## config.mk

```make
export PLATFORM = sky130hd
export DESIGN_NAME = set_mode_fsm
export DESIGN_NICKNAME = d
export VERILOG_FILES = /design/src/rtl/set_mode_pkg.sv /design/src/rtl/sw_rise_rpt.sv /design/src/rtl/set_mode_fsm.sv
export SDC_FILE = /design/constraint.sdc
export NUM_CORES = 1
export LEC_CHECK = 0
export CORE_MARGIN = 1.5
export CORE_UTILIZATION = 48
export DETAILED_ROUTE_END_ITERATION = 12
export PLACE_DENSITY = 0.81
export SYNTH_ARGS = -nofsm -noshare
export SYNTH_HDL_FRONTEND = slang
export SYNTH_SLANG_ARGS = --single-unit
```

## constraint.sdc

```tcl
create_clock -name ck -period 1.5 [get_ports ck]
set_input_delay 0.375 -clock ck [delete_from_list [all_inputs] [get_ports ck]]
set_output_delay 0.375 -clock ck [all_outputs]
set_load 0.005 [all_outputs]
```

## src/rtl/set_mode_pkg.sv

```systemverilog
`default_nettype none
// ============================================================================
// set_mode_pkg : state encoding, switch indices and helpers for set_mode_fsm
// Rev 1.0
// ============================================================================
package set_mode_pkg;

  localparam logic ST_NORMAL = 1'b0;
  localparam logic ST_SET    = 1'b1;

  typedef enum logic {
    S_NORMAL = ST_NORMAL,
    S_SET    = ST_SET
  } state_t;

  localparam int SW_ADJ  = 0;
  localparam int SW_MODE = 1;
  localparam int SW_NEXT = 2;
  localparam int NSW     = 3;

  // Bit width needed to hold n distinct values, never below 1
  function automatic int clog2_min1(input int n);
    return (n > 2) ? $clog2(n) : 1;
  endfunction

endpackage
`default_nettype wire

```

## src/rtl/sw_rise_rpt.sv

```systemverilog
`default_nettype none
// ============================================================================
// sw_rise_rpt : switch history register, rising-edge detect and optional
//               hold-to-repeat tick generator (macro SET_AUTOREPEAT_EN)
// Rev 1.0
// ============================================================================
module sw_rise_rpt
  import set_mode_pkg::*;
#(
  parameter int RPT_DLY = 500,
  parameter int RPT_PER = 100
) (
  input  logic clk,
  input  logic rst_n,
  input  logic sw,
  input  logic rpt_en,
  input  logic rpt_clr,
  output logic rise,
  output logic tick
);

  logic sw_q;

  // History resets high so a switch held through reset is not seen as a press
  always_ff @(posedge clk) begin
    if (!rst_n) sw_q <= 1'b1;
    else        sw_q <= sw;
  end

  assign rise = sw & ~sw_q;

`ifdef SET_AUTOREPEAT_EN
  localparam int CW = clog2_min1(((RPT_DLY > RPT_PER) ? RPT_DLY : RPT_PER) + 1);

  logic [CW-1:0] cnt;
  logic          active;
  logic          rep;

  // cnt holds cycles since the press (or since the last tick once repeating)
  assign tick = active & sw & rpt_en & ~rpt_clr &
                (cnt == (rep ? CW'(RPT_PER) : CW'(RPT_DLY)));

  always_ff @(posedge clk) begin
    if (!rst_n) begin
      active <= 1'b0;
      rep    <= 1'b0;
      cnt    <= '0;
    end else if (rpt_clr || !sw) begin
      active <= 1'b0;
      rep    <= 1'b0;
      cnt    <= '0;
    end else if (rise && rpt_en) begin
      active <= 1'b1;
      rep    <= 1'b0;
      cnt    <= CW'(1);
    end else if (tick) begin
      rep <= 1'b1;
      cnt <= CW'(1);
    end else if (active) begin
      cnt <= cnt + 1'b1;
    end
  end
`else
  logic unused_rpt;
  assign unused_rpt = ^{rpt_en, rpt_clr, RPT_DLY[0], RPT_PER[0]};
  assign tick       = 1'b0;
`endif

endmodule
`default_nettype wire

```

## src/rtl/set_mode_fsm.sv

```systemverilog
`default_nettype none
// ============================================================================
// set_mode_fsm : NORMAL/SET mode controller turning three debounced switches
//                into field select and adjust pulses; SET_AUTOREPEAT_EN adds
//                hold-to-repeat on the adjust switch
// Rev 1.0
// ============================================================================
module set_mode_fsm
  import set_mode_pkg::*;
#(
  parameter int NFIELD  = 3,
  parameter int TMO     = 1000,
  parameter int RPT_DLY = 500,
  parameter int RPT_PER = 100
) (
  input  logic              ck,
  input  logic              sysreset_n,
  input  logic              SW1,
  input  logic              SW2,
  input  logic              SW3,
  output logic              setting,
  output logic [NFIELD-1:0] field_on,
  output logic [NFIELD-1:0] field_adj
);

  localparam int IW = clog2_min1(NFIELD);
  localparam int TW = clog2_min1(TMO + 1);
  localparam logic [NFIELD-1:0] FIELD0 = NFIELD'(1);

  state_t          state;
  logic [IW-1:0]   idx;
  logic [TW-1:0]   tmo_cnt;
  logic [NSW-1:0]  sw_lvl;
  logic [NSW-1:0]  rise;
  logic [NSW-1:0]  tick_v;
  logic            in_set;
  logic            tmo_hit;
  logic            leave;
  logic            rpt_clr;
  logic            adj_tick;
  logic            adj_req;
  logic            unused_ticks;

  assign sw_lvl[SW_ADJ]  = SW1;
  assign sw_lvl[SW_MODE] = SW2;
  assign sw_lvl[SW_NEXT] = SW3;

  assign in_set = (state == S_SET);

  for (genvar i = 0; i < NSW; i++) begin : g_sw
    sw_rise_rpt #(
      .RPT_DLY (RPT_DLY),
      .RPT_PER (RPT_PER)
    ) u_sw (
      .clk     (ck),
      .rst_n   (sysreset_n),
      .sw      (sw_lvl[i]),
      .rpt_en  ((i == SW_ADJ) ? in_set  : 1'b0),
      .rpt_clr ((i == SW_ADJ) ? rpt_clr : 1'b1),
      .rise    (rise[i]),
      .tick    (tick_v[i])
    );
  end

  assign adj_tick     = tick_v[SW_ADJ];
  assign unused_ticks = ^{tick_v[SW_MODE], tick_v[SW_NEXT]};

  if (TMO > 0) begin : g_tmo
    assign tmo_hit = (tmo_cnt == TW'(TMO - 1));
  end else begin : g_no_tmo
    assign tmo_hit = 1'b0;
  end

  assign leave   = in_set & (rise[SW_MODE] | tmo_hit);
  assign rpt_clr = ~in_set | leave | rise[SW_NEXT];
  assign adj_req = rise[SW_ADJ] | adj_tick;

  // Lower-priority events in SET are dropped when a higher one fires
  always_ff @(posedge ck) begin
    if (!sysreset_n) begin
      state     <= S_NORMAL;
      idx       <= '0;
      tmo_cnt   <= '0;
      field_adj <= '0;
    end else begin
      field_adj <= '0;
      case (state)
        S_NORMAL: begin
          if (rise[SW_MODE]) begin
            state   <= S_SET;
            idx     <= '0;
            tmo_cnt <= '0;
          end
        end
        S_SET: begin
          if (leave) begin
            state <= S_NORMAL;
          end else if (rise[SW_NEXT]) begin
            idx     <= (idx == '0) ? IW'(NFIELD - 1) : idx - 1'b1;
            tmo_cnt <= '0;
          end else if (adj_req) begin
            field_adj <= FIELD0 << idx;
            tmo_cnt   <= '0;
          end else if (tmo_cnt != {TW{1'b1}}) begin
            tmo_cnt <= tmo_cnt + 1'b1;
          end
        end
        default: state <= S_NORMAL;
      endcase
    end
  end

  assign setting = in_set;

  for (genvar f = 0; f < NFIELD; f++) begin : g_field_on
    assign field_on[f] = in_set && (idx == IW'(f));
  end

endmodule
`default_nettype wire

```

After elaboration in Yosys (flattened, before gate mapping)

Index checks and enable logic that the tools add are counted.

Register bits: 19
Output and inout bits: 7
Word-level logic and storage cells: 50

Add/subtract/negate cells: 2
Equal/unequal tests: 8
Shift operators: 1
Mux-type cells: 14
Bitwise gates (word level): 11
Reductions and logical operators: 7

Operator list:

| operator              | number |
|---|---|
| $mux 10               | 5 |
| $pmux 10 s2           | 1 |
| $add 10x1->10 const B | 1 |
| $eq 10x10->1 const B  | 1 |
| $ne 10x10->1 const B  | 1 |
| $mux 2                | 4 |
| $not 1->1             | 6 |
| $reduce_and 3->1      | 2 |
| $reduce_or 5->1       | 1 |
| $and 1x1->1           | 4 |
| $ne 2x1->1 const B    | 2 |
| $ne 4x1->1 const B    | 1 |
| $pmux 2 s2            | 1 |
| $logic_and 1x1->1     | 3 |
| $shl 1x2->3 const A   | 1 |
| $eq 2x1->1 const B    | 1 |
| $eq 2x2->1 const B    | 1 |
| $logic_not 2->1       | 1 |
| $mux 1                | 2 |
| $ne 2x2->1 const B    | 1 |
| $pmux 1 s2            | 1 |
| $sub 2x1->2 const B   | 1 |
| $or 1x1->1            | 1 |

Logic depth before layout (Yosys ltp)

Word-level depth: 6
Gate-level depth with buffers: 7
Gate-level depth less buffers: 6

Cells and area by module

Synthesis repeated with hierarchy kept, for this count alone.

Cells, all modules: 127
Area, all modules: 1121.1 um2

Modules (own cells, without submodules):

| module       | times used | cells each | area an instance (um2) | sequential area each (um2) |
|---|---|---|---|---|
| set_mode_fsm | 1          | 112        | 967.2                  | 320.3 |
| sw_rise_rpt  | 3          | 5          | 51.3                   | 20.0 |

Least setup slack after synthesis

Ideal clock, no wire load.

Path kind: register to register
Start point: reg tmo_cnt[0]
End point: reg tmo_cnt[8]
Library setup time: 121 ps
Arrival: 1505 ps
Required time: 1379 ps
Slack: -126 ps
Stages on the path, launching flop included: 8
Path buffers: 1
Period minus slack after synthesis: 1626 ps
Path through: dfxtp_1 ha_1 inv_1 o311a_1 o32ai_2 or2_1 buf_6 o22ai_2

Longest elaborated chain between the ends: 6

Ends and longest elaborated chain:

| what                     | RTL line            | text |
|---|---|---|
| start: declaration       | set_mode_fsm.sv:32  | `logic [TW-1:0] tmo_cnt;` |
| start signal: assignment | set_mode_fsm.sv:105 | `tmo_cnt <= tmo_cnt + 1'b1;` |
| $add 10x1->10            | set_mode_fsm.sv:105 |  |
| $mux 10                  | set_mode_fsm.sv:104 | `end else if (tmo_cnt != {TW{1'b1}}) begin` |
| $mux 10                  | set_mode_fsm.sv:101 | `end else if (adj_req) begin` |
| $mux 10                  | set_mode_fsm.sv:98  | `end else if (rise[SW_NEXT]) begin` |
| $mux 10                  | set_mode_fsm.sv:96  | `if (leave) begin` |
| $pmux 10 s2              | set_mode_fsm.sv:87  | `case (state)` |

Parallel ways exist; a longest one is shown, timed or not. The select of a mux whose other input is x is not followed.
A chain may end at the register's enable or synchronous reset.

Final worst setup path

Start point: reg tmo_cnt[1]
End point: reg tmo_cnt[5]

The elaborated chain is that of the path after synthesis.

==> qor.csv <==
metric,value,unit
outcome,"complete, but fails checks",
failing checks,negative setup slack,
r2r setup slk,-0.28,ns
Worst VDD drop,0.000458,V
pin count of the biggest net entering global routing,16,
R2R Path Start,tmo_cnt[1],
IO buf count,11,
worst min path class,in2reg,
antenna violations before repair,0,
number of global-route vias before repair,1062,
unrepaired setup endpoints after global routing,yes,
"Period Utilization, post-route",118,%
sequential share of the synthesized area,37.4,%
# hold bufs at CTS,0,
CORE AREA,1980,um^2
WP data required,1.70,ns
PnR worst setup slack,-0.277,ns
total grt overflow,0,
DRC,0,
Nets,177,
H-tree depth,1,
DP Wirelength,1930,um
Antenna diodes,0,
gr usage total,27.4,%
worst-path maximum fanout,5,
f_max,563,MHz
Placer Congestion,0.825,
Synth Area in Compound Gates,18.5,%
clock-pin slew on the worst setup and hold paths,0.11,ns
Power Density,551,nW/um^2
Max Slew Vio Count,0,
num ports,12,
total iterations of the first detailed-routing run,4,
Critical Path Sink Type,register,
DR WL/cell,19.0,um
adder-cell area share of the yosys netlist,4.92,%
Post-Synthesis Cells,113,
"commonest cells after routing, fill and taps aside","buf_4 (36), dfxtp_1 (11), nand2_1 (10), buf_6 (9), nand2b_1 (7)",
CTS root buf,clkbuf_4,
die height,49.0,um
setup TNS,-3.24,ns
Vias per Instance,5.78,
first-pass GRT wire length,4940,um
R2R cell count,7,
mux cell area share after synthesis,0.984,%
total of max-cap violations,0,
CP Launch Type,register,
final hold violation count,0,
CTS tree,built,
die area,2400,um^2
Synthesis Warnings,0,
starting density of the core,51.3,%
Synth Area in Simple Gates,33.3,%
width of the die,49.0,um
Worst Hold End,g_sw[2].u_sw.sw_q,
fin crit period,1.78,ns
relative slew slack,81.0,%
Num CTS Buffers,3,
insertion delay to the later sink of the worst-skew pair,0.30,ns
HP Start,SW3,
CP Class,reg2reg,
final setup violation count,18,
WP data arrival,1.98,ns
FP Rows,16,
syn nets,122,
WHS Path Cells,2,
largest family of logic cells by synthesized area,simple AND/OR/NAND/NOR gates,
Post-Synth XOR/XNOR Area,0,%
clk sinks,19,
r2r endpoint,tmo_cnt[5],
Pleak,0.718,nW
via count,1122,
synthesized flop and latch total,19,
DRT antenna net count,0,
CTS Buffer Depth,2,
final wirelength,3680,um
share of layout cells above drive strength 1,55.1,%
Mean Syn Cell Area,9.00,um^2
"commonest non-fill, non-tap cell in the layout",buf_4,
post-route clock skew,0.00519,ns
Post-Syn Area,1020,um^2
worst hold slack,0.343,ns
Design Power,0.913,mW
Synth cell types,35,
Area Growth Syn to Fin,63.0,%
Slew @ Worst Pin,0.284,ns
DRT iter0 DRCs,52,
[worst max path at each step]
stage | from | endpoint | depth (start not counted)
CTS | tmo_cnt[0] | tmo_cnt[5] | 7
floorplan | tmo_cnt[3] | tmo_cnt[8] | 6
finish | tmo_cnt[1] | tmo_cnt[5] | 7
global route | tmo_cnt[1] | tmo_cnt[5] | 7
global placement | SW3 | tmo_cnt[5] | 7
detailed placement | SW3 | tmo_cnt[5] | 7
[report_power, final]
part / internal [mW] / leakage [nW] / switching [mW] / total (mW)
Combinational: 0.0686 / 0.544 / 0.0626 / 0.131
Clock: 0.104 / 0.0150 / 0.167 / 0.270
Sequential: 0.508 / 0.159 / 0.00396 / 0.512
Total: 0.680 / 0.718 / 0.233 / 0.913
[critical path: stages (launching register included)]
cell     delay (ns)
dfxtp_2        0.38
ha_4           0.19
and3_4         0.22
nand3_4        0.08
o32ai_4        0.34
buf_6          0.17
nor2_2         0.04
o221a_2        0.27
[stage by stage]
stage	instances	setup slack (ns)	instance area [um^2]	utilization, %
5_1_grt	194	-0.320	1660	83.6
4_1_cts	191	-0.176	1550	78.2
3_3_place_gp	175	-0.443	1360	68.8
2_1_floorplan	113	-0.0525	1040	-
6_report	194	-0.277	1660	83.6
3_5_place_dp	175	-0.546	1360	68.8
[cells by family after synthesis]
group	after synthesis
fa+ha+maj	4
compound gates	22
flops	19
simple gates	58
buf+inv	9
mux	1
[layout make-up]
class,count,area (um^2)
flip-flops and latches,19,395
fillers,115,324
multi-input cells,85,713
well taps,27,33.8
inverters,4,20.0
repair buffers,55,469
clock buffers,4,26.3
[state kept, by name, summed over array words and instances (netlist names)]
name and cells:
field_adj 3, setting 1, tmo_cnt 10, g_sw.u_sw.sw_q 3, idx 2
[cells in the mapped netlist, drive strengths merged]
| cell | number | share of area, % |
|---|---|---|
| o32ai | 1 | 1.6 |
| and3 | 3 | 1.8 |
| o21ai | 3 | 1.5 |
| o311a | 1 | 0.98 |
| nand2 | 12 | 4.4 |
| nor2 | 6 | 2.2 |
| o211ai | 1 | 0.74 |
| ha | 4 | 4.9 |
| o22ai | 6 | 7.4 |
| buf | 3 | 2.7 |
| a21boi | 2 | 1.5 |
| or2 | 2 | 1.2 |
| nand3 | 6 | 3.0 |
| nand2b | 7 | 4.3 |
| a21oi | 6 | 3.0 |
| nor2b | 1 | 0.62 |
| nand4 | 3 | 2.5 |
| and2 | 3 | 1.8 |
| nand4bb | 1 | 1.1 |
| clkbuf | 2 | 0.74 |
| nand4b | 1 | 0.86 |
| inv | 4 | 1.5 |
| nand3b | 6 | 4.4 |
| or3b | 3 | 2.6 |
| o221a | 1 | 1.1 |
| o21a | 1 | 0.74 |
| nor3 | 4 | 2.5 |
| dfxtp | 19 | 37 |
| mux2i | 1 | 0.98 |
[per-layer routing]
| metal | track usage [%] | vias up | wire length, um |
|---|---|---|---|
| met5 | 0 | - | 0 |
| met4 | 11.4 | 0 | 80 |
| met3 | 4.29 | 10 | 153 |
| met2 | 52.3 | 44 | 1950 |
| met1 | 29.7 | 558 | 1490 |
| li1 | - | 510 | - |
[what timing repair did]
item,CTS,global route
pin swaps,14,9
setup endpoints to repair,16,22
resized for setup,34,24
cloned,0,0
setup buffers,13,3
(Power assumes the default switching activity.)
